### src/rtl/operand_buffer.sv
// Double-buffered operand store: a producer fills the shadow bank (weights, then inputs)
// while a consumer reads the active bank. The banks swap as soon as the active set is free.
module operand_buffer #(
  parameter int DATA_W = 8,
  parameter int DIM = 2,
  localparam int ELEMS = DIM * DIM,
  localparam int DEPTH = 2 * ELEMS,
  localparam int CW = $clog2(DEPTH + 1)
) (
  input  logic                    clk,
  input  logic                    rst_n,
  input  logic                    flush,
  input  logic                    load_valid,
  input  logic [DATA_W-1:0]       load_data,
  output logic                    load_ready,
  output logic                    load_done,
  output logic                    act_valid,
  input  logic                    act_release,
  output logic [ELEMS*DATA_W-1:0] weights_flat,
  output logic [ELEMS*DATA_W-1:0] inputs_flat,
  output logic [CW-1:0]           fill_cnt,
  output logic                    bank_sel
);

  localparam int AW = $clog2(DEPTH);

  logic [DATA_W-1:0] mem_q [2][DEPTH];
  logic [DATA_W-1:0] mem_d [2][DEPTH];
  logic [1:0]        full_q, full_d;
  logic              rd_bank_q, rd_bank_d;
  logic [AW-1:0]     wr_ptr_q, wr_ptr_d;
  logic              load_done_q, load_done_d;

  logic shadow;
  logic accept;
  logic last;
  logic release_act;
  logic swap;

  // Handshake: an element transfers on a rising edge where load_valid && load_ready;
  // load_valid without load_ready is simply held off, nothing is written.
  assign shadow      = ~rd_bank_q;
  assign load_ready  = !full_q[shadow] && !flush;
  assign accept      = load_valid && load_ready;
  assign last        = (wr_ptr_q == AW'(DEPTH - 1));
  assign release_act = act_release && full_q[rd_bank_q];
  // A full shadow can take over only once the active bank is empty or being let go.
  assign swap        = full_q[shadow] && (!full_q[rd_bank_q] || release_act);

  always_comb begin
    mem_d       = mem_q;
    full_d      = full_q;
    rd_bank_d   = rd_bank_q;
    wr_ptr_d    = wr_ptr_q;
    load_done_d = 1'b0;
    if (flush) begin
      full_d    = '0;
      wr_ptr_d  = '0;
      rd_bank_d = 1'b0;
    end else begin
      if (release_act) full_d[rd_bank_q] = 1'b0;
      if (swap)        rd_bank_d = ~rd_bank_q;
      if (accept) begin
        mem_d[shadow][wr_ptr_q] = load_data;
        if (last) begin
          wr_ptr_d       = '0;
          full_d[shadow] = 1'b1;
          load_done_d    = 1'b1;
        end else begin
          wr_ptr_d = wr_ptr_q + 1'b1;
        end
      end
    end
  end

  always_ff @(posedge clk or negedge rst_n) begin
    if (!rst_n) begin
      for (int b = 0; b < 2; b++) begin
        for (int i = 0; i < DEPTH; i++) begin
          mem_q[b][i] <= '0;
        end
      end
      full_q      <= '0;
      rd_bank_q   <= 1'b0;
      wr_ptr_q    <= '0;
      load_done_q <= 1'b0;
    end else begin
      mem_q       <= mem_d;
      full_q      <= full_d;
      rd_bank_q   <= rd_bank_d;
      wr_ptr_q    <= wr_ptr_d;
      load_done_q <= load_done_d;
    end
  end

  assign load_done = load_done_q;
  assign act_valid = full_q[rd_bank_q];
  assign bank_sel  = rd_bank_q;
  assign fill_cnt  = full_q[shadow] ? CW'(DEPTH) : CW'(wr_ptr_q);

  // Weights occupy the low half of a bank, inputs the high half; hidden while no set is active.
  for (genvar k = 0; k < ELEMS; k++) begin : g_flat
    assign weights_flat[k*DATA_W +: DATA_W] = act_valid ? mem_q[rd_bank_q][k]         : '0;
    assign inputs_flat[k*DATA_W +: DATA_W]  = act_valid ? mem_q[rd_bank_q][k + ELEMS] : '0;
  end

endmodule

### config.mk
export PLATFORM = sky130hd
export DESIGN_NAME = operand_buffer
export DESIGN_NICKNAME = d
export VERILOG_FILES = /design/src/rtl/operand_buffer.sv
export SDC_FILE = /design/constraint.sdc
export NUM_CORES = 1
export LEC_CHECK = 0
export ABC_CLOCK_PERIOD_IN_PS = 3950
export BUFFER_PORTS_ARGS = -buffer_cell sky130_fd_sc_hd__clkbuf_2
export CAP_MARGIN = 25
export CORE_MARGIN = 4
export CORE_UTILIZATION = 49
export CTS_BUF_LIST = sky130_fd_sc_hd__clkbuf_4 sky130_fd_sc_hd__clkbuf_8
export CTS_CLUSTER_DIAMETER = 40
export CTS_CLUSTER_SIZE = 24
export DETAILED_ROUTE_END_ITERATION = 6
export PLACE_DENSITY_LB_ADDON = 0.2
export SLEW_MARGIN = 40
export SYNTH_ARGS = -nofsm -noshare
export SYNTH_HDL_FRONTEND = slang
export SYNTH_SLANG_ARGS = --single-unit
### constraint.sdc
create_clock -name clk -period 3.95 [get_ports clk]
set_input_delay 0.395 -clock clk [delete_from_list [all_inputs] [get_ports clk]]
set_output_delay 0.395 -clock clk [all_outputs]
set_load 0.1 [all_outputs]
# ---- After elaboration in Yosys (flattened, before gate mapping)
# Cells that the tools add are included.
dict set report totals {
  reg_bits 135
  in_bits 13
  output_inout_bits 72
}
dict set report classes {
  addsub 1
  order_cmp 9
  n_eq_ne 1
  mux 38
  bitwise_logic 8
  n_reduce_logical 15
}
# cell count
set op_table {}
lappend op_table {{$mux W64} 4}
lappend op_table {{$bwmux W128} 1}
lappend op_table {{$mux W8} 9}
lappend op_table {{$demux W64 S1} 1}
lappend op_table {{$demux W8 S3} 1}
lappend op_table {{$mux W1} 11}
lappend op_table {{$mux W2} 5}
lappend op_table {{$mux W3} 3}
lappend op_table {{$logic_and A1 B1 Y1} 8}
lappend op_table {{$ge A2 B2 Y1 const B} 2}
lappend op_table {{$ge A4 B4 Y1 const B} 1}
lappend op_table {{$lt A1 B2 Y1 const B} 2}
lappend op_table {{$lt A4 B1 Y1 const B} 1}
lappend op_table {{$mux W4} 1}
lappend op_table {{$not A1 Y2} 2}
lappend op_table {{$not A3 Y4} 1}
lappend op_table {{$reduce_bool A2 Y1} 2}
lappend op_table {{$add A3 B1 Y3 const B} 1}
lappend op_table {{$eq A3 B3 Y1 const B} 1}
lappend op_table {{$logic_not A1 Y1} 3}
lappend op_table {{$and A2 B2 Y2} 1}
lappend op_table {{$demux W1 S1} 2}
lappend op_table {{$ge A1 B1 Y1 const B} 2}
lappend op_table {{$lt A2 B1 Y1 const B} 1}
lappend op_table {{5 further kinds} 6}

# ---- Depth between registers and ports, before layout
dict set report depth {
  depth_word 12
  mapped_depth 6
}

# ---- Least setup slack after synthesis
# OpenSTA, ideal clock, no wires.
dict set report synth_timing {
  path_type {flip-flop to output port}
  startpoint {register rd_bank_q, in the netlist bank_sel}
  endpoint {output load_ready}
  arrival_ns 3.226
  setup_slack_ns 0.329
  stages_incl_launch_ff 4
  path_cell_list {dfrtp_1 > mux2i_2 > inv_1 > nor2_1}
}
dict set report synth_via {
  elab_chain_len 4
}
# element line_no
set synth_rtl {}
lappend synth_rtl {{start, declared} 30} ;# logic rd_bank_q, rd_bank_d;
lappend synth_rtl {{start signal, assigned} 90} ;# rd_bank_q <= rd_bank_d;
lappend synth_rtl {{$mux W1 (not written as such) (2 in a row)} 43} ;# assign load_ready = !full_q[shadow] && !flush;
lappend synth_rtl {{$logic_not A1 Y1} 43}
lappend synth_rtl {{$logic_and A1 B1 Y1} 43}
lappend synth_rtl {{end, declared} 15} ;# output logic load_ready,
# No other way between the ends. The select of a mux whose other input is x is not followed.

# ---- Worst setup path after layout
dict set report layout_timing {
  startpoint {register rd_bank_q, in the netlist bank_sel}
  endpoint {output inputs_flat[4]}
}
dict set report layout_via {
  elab_chain_len 5
}
# element line_no
set layout_rtl {}
lappend layout_rtl {{$not A1 Y2 (not written as such)} 104} ;# assign inputs_flat[k*DATA_W +: DATA_W] = act_valid ? mem_q[rd_bank_q][k + ELEMS] : '0;
lappend layout_rtl {{$mux W64 (3 in a row)} -}
lappend layout_rtl {{$mux W8 *} 104}
lappend layout_rtl {{end, declared} 20} ;# output logic [ELEMS*DATA_W-1:0] inputs_flat,
# Every way passes the cells marked *; elsewhere a longest branch is shown, timed or not. The select of a mux whose other input is x is not followed.

==> impl_metrics.csv <==
group,metric,value,unit
pwr,clk_pwr_share,0.432,
layout,fin_nets,575,
yosys,yosys-top-cells-area,"dfrtp_1, mux2_2, mux2i_1",
detailed_routing,total_via_count_in_the_routed_design,4016,
timing,timing.final.hold_violations,0,
worst_setup_path,kind_of_start_point_of_the_critical_path,"flip-flop",
clock_network,ctsLongestPathBuffers,2,
detailed_routing,routedWlPerCell,17.9,microns
floorplan,die_outline_area,14700,sq um
layout,insertedDiodeCount,0,
clock_network,cts.reportedPaths.clkPinSlew,0.07,ns
yosys,synth.cell_area,6300,sq um
clock_network,cts.repair.resized,0,
floorplan,die_w,121,microns
worst_setup_path,crit_path_cell_trace,"buf_4, mux2i_1, nor2_1, clkbuf_2",
yosys,synth.mux.area_fraction,0.334,
clock_network,cts_tree,"done",
yosys,ys.warnings.count,0,
clock_network,cts.repair_timing.setup_buffer_count,0,
worst_setup_path,reg2reg_from,"bank_sel$_DFFE_PN0P_",
timing,setup-tns-final,0,ns
layout,post-route-cell-area,7340,sq um
timing,min_period,2.87,ns
timing,tightestPinTransition,0.706,ns
timing,final.period_utilization,0.726,
yosys,synthSimpleGateAreaFrac,0.0860,
run_status,outcome,"complete, no violations",
worst_setup_path,critPathCaptureType,"primary output",
layout,final-instance-count-excl-fill,744,
detailed_routing,initialDrtViolationCount,179,
place,dpl.cell_count,712,
detailed_routing,final_antenna_net_count,0,
place,post_dp_cell_area,6870,sq um
worst_hold_path,hold-path-endpoint,"wr_ptr_q[1]$_DFFE_PN0P_",
pwr,p_comb_frac,0.062,
yosys,synth_sequential_area_ratio,0.536,
run,maxcap_violations,0,
clock_network,clkLatencyLatePin,0.43,ns
timing,finalClockSkew,0.0109,ns
floorplan,initial_core_util,0.499,
worst_setup_path,critical_path_required,3.56,ns
place,gp_congestion,0.757,
yosys,synthesis.area_per_instance,13.1,sq um
place,detailed_place_hpwl,8820,microns
pwr,static-leakage-power,0.00345,uW
yosys,yosys.area.top_type,"dfrtp_1",
worst_setup_path,cp_top_family,"buffers and inverters",
yosys,post_synth_num_cell_types,35,
worst_hold_path,holdCritStartpoint,"flush",
worst_setup_path,worst_r2r_endpoint,"mem_q[103]$_DFFE_PN0P_",
worst_setup_path,reg2reg_setup_slack,1.76,ns
layout,drive_above_1_share,0.472,
pwr,power_density,410,nW/um^2
yosys,postSynthNetCount,495,
detailed_routing,first_pass_iters,4,
worst_setup_path,worstPathMaxFanout,30,
floorplan,design.portCount,85,
worst_setup_path,reg2regPathDepth,3,
pwr,internal-power,2340,uW
clock_network,ctsHtreeMaxLevel,4,
pwr,vdd_drop_max,282,uV
layout,synthToLayoutAreaGrowth,16.5,%
place,count_of_buffers_inserted_at_the_top_level_ports,84,
pwr,seqPwrFrac,0.506,
yosys,synth.top_cell.area_share,0.536,
pwr,total_switching_power,670,uW
yosys,synth_compound_gate_area_share,0.0121,
clock_network,root_buffer,"clkbuf_8",
detailed_routing,drt-vias-per-instance,5.40,
clock_network,cts.hold.buffers_added,1,
worst_setup_path,timing_worst_setup_path_type,"flip-flop to primary output",
global_route,grt_pass1_wl,21700,microns
yosys,synth_fa_ha_area_frac,0.00397,
yosys,synth_top_family_by_area,"multiplexers",
global_route,first_global_vias,4140,
worst_setup_path,worst_path_max_delay_cell,"dfrtp_4",
yosys,number_of_instances_in_the_synthesized_netlist,480,
global_route,groute.usage.overall,0.191,
yosys,number_of_storage_elements_in_the_synthesis_netlist,135,
detailed_routing,post-route-drc-count,0,
worst_setup_path,slowest_delay,0.78,ns
floorplan,placeable_core_area,12600,sq um
global_route,grt_antenna_before_repair,0,
pwr,sw_frac_of_total,0.223,
worst_setup_path,critPathBufInv,2,
detailed_routing,detail_route.wirelength,13300,microns
yosys,synth_xor_area_frac,0,
global_route,largest_net_degree_at_the_start_of_global_routing,80,
worst_hold_path,timing.hold.worst_path_depth,2,
layout,fillCellCount,1062,
global_route,gr-total-overflow,0,
clock_network,clock_sinks,135,
timing,final_max_slew_viol_count,0,
worst_hold_path,worstHoldPathType,"input pin to flip-flop",
floorplan,floorplan.rows,41,
timing,rsz_0062_raised_after_global_routing,"false",
timing,highest_attainable_clock_frequency,0.349,GHz
clock_network,cts_made_buffers,17,
floorplan,die_span_y,121,microns
timing,finalSetupViolCount,0,
worst_setup_path,crit_arrival,2.47,ns
timing,relSlewSlack,0.529,
final cells by class:
cell class	count	area (sq um)	share of cell area
Clock buffer	19	262	0.0356
Clock inverter	12	200	0.0273
Inverter	5	18.8	0.00256
Multi-Input combinational cell	309	2760	0.376
Sequential cell	135	3380	0.461
Tap cell	172	215	0.0293
Timing Repair Buffer	92	502	0.0683
per-layer routing:
metal  wire length (microns)  global-route usage
met1                    6200               0.264
met2                    6510               0.309
met3                     458              0.0382
met4                     135              0.0525
met5                       0                   0
through the flow:
stage	worst slack, ns	util	hold WS [ns]	total power (uW)
2_1_floorplan	0.329	-	0.0994	1660
5_1_grt	0.957	0.582	0.262	3130
3_5_place_dp	1.54	0.544	0.466	1740
4_1_cts	1.06	0.582	0.250	3040
3_3_place_gp	1.23	0.542	0.485	1720
6_report	1.08	0.582	0.274	3010
placed cells by master (no fill, tap or decap), types with 2 or more instances in the layout:
cell type / Yosys / layout
a21oi_1: 5 / 5
and2_1: 3 / 3
and4_1: 2 / 2
buf_4: 5 / 6
bufinv_16: 0 / 5
clkbuf_2: 0 / 83
clkbuf_8: 0 / 19
clkinv_2: 0 / 2
clkinv_4: 0 / 2
clkinvlp_4: 0 / 3
dfrtp_1: 135 / 134
ha_1: 2 / 2
inv_1: 5 / 5
mux2_2: 128 / 128
mux2i_1: 65 / 64
nand2_1: 2 / 2
nand2_2: 4 / 4
nand3_2: 4 / 4
nand4_2: 2 / 2
nand4b_2: 2 / 2
nor2_1: 67 / 67
nor2b_1: 4 / 4
o21ai_0: 5 / 5
cell usage after synthesis:
cell type  count
dfrtp_1      135
mux2_2       128
nor2_1        67
mux2i_1       65
clkbuf_1      11
buf_2          9
a21oi_1        5
buf_1          5
buf_4          5
inv_1          5
o21ai_0        5
nand2_2        4
nand3_2        4
nor2b_1        4
and2_1         3
and4_1         2
ha_1           2
nand2_1        2
nand4_2        2
nand4b_2       2
a21o_1         1
a2bb2oi_1      1
and3b_1        1
and4bb_2       1
buf_6          1
mux2i_2        1
nand3_1        1
nand4_1        1
nor2_4         1
nor3b_1        1
nor4_1         1
nor4_2         1
nor4b_4        1
o21ba_2        1
or4_1          1
power by group through the flow:
stage	clock network (uW)	logic (uW)	registers (uW)
final	1300	187	1520
after global routing	1390	208	1530
after CTS	1330	191	1520
after detailed placement	0	190	1550
after global placement	0	181	1540
after floorplan	0	128	1530
cells by family (layout without fill, tap and decap cells):
kind of cell | count (synthesis) | in the layout
muxes | 194 | 194
adders and majority gates | 2 | 2
buffers and inverters | 36 | 128
DFF | 135 | 135
AOI/OAI and AO/OA | 13 | 13
and+or+nand+nor | 100 | 100
worst max path at each step:
stage,cells past startpoint,slack (ns),start,end
3_5_place_dp,4,1.54,bank_sel$_DFFE_PN0P_,inputs_flat[30]
2_1_floorplan,3,0.33,bank_sel$_DFFE_PN0P_,load_ready
3_3_place_gp,4,1.23,bank_sel$_DFFE_PN0P_,inputs_flat[16]
5_1_grt,4,0.96,bank_sel$_DFFE_PN0P_,inputs_flat[30]
4_1_cts,4,1.06,bank_sel$_DFFE_PN0P_,inputs_flat[4]
6_report,4,1.08,bank_sel$_DFFE_PN0P_,inputs_flat[4]
worst register-to-register path, delay by kind of cell, from the launching register on:
kind | cells | cell delay [ns]
AND/OR/NAND/NOR | 2 | 0.91
multiplexers | 1 | 0.39
flip-flops | 1 | 0.78
registers in the layout, summed over array words and instances (netlist names):
register   flops
mem_q        128
wr_ptr_q       3
full_q         2
bank_sel       1
load_done      1
(Power assumes the default switching activity.)
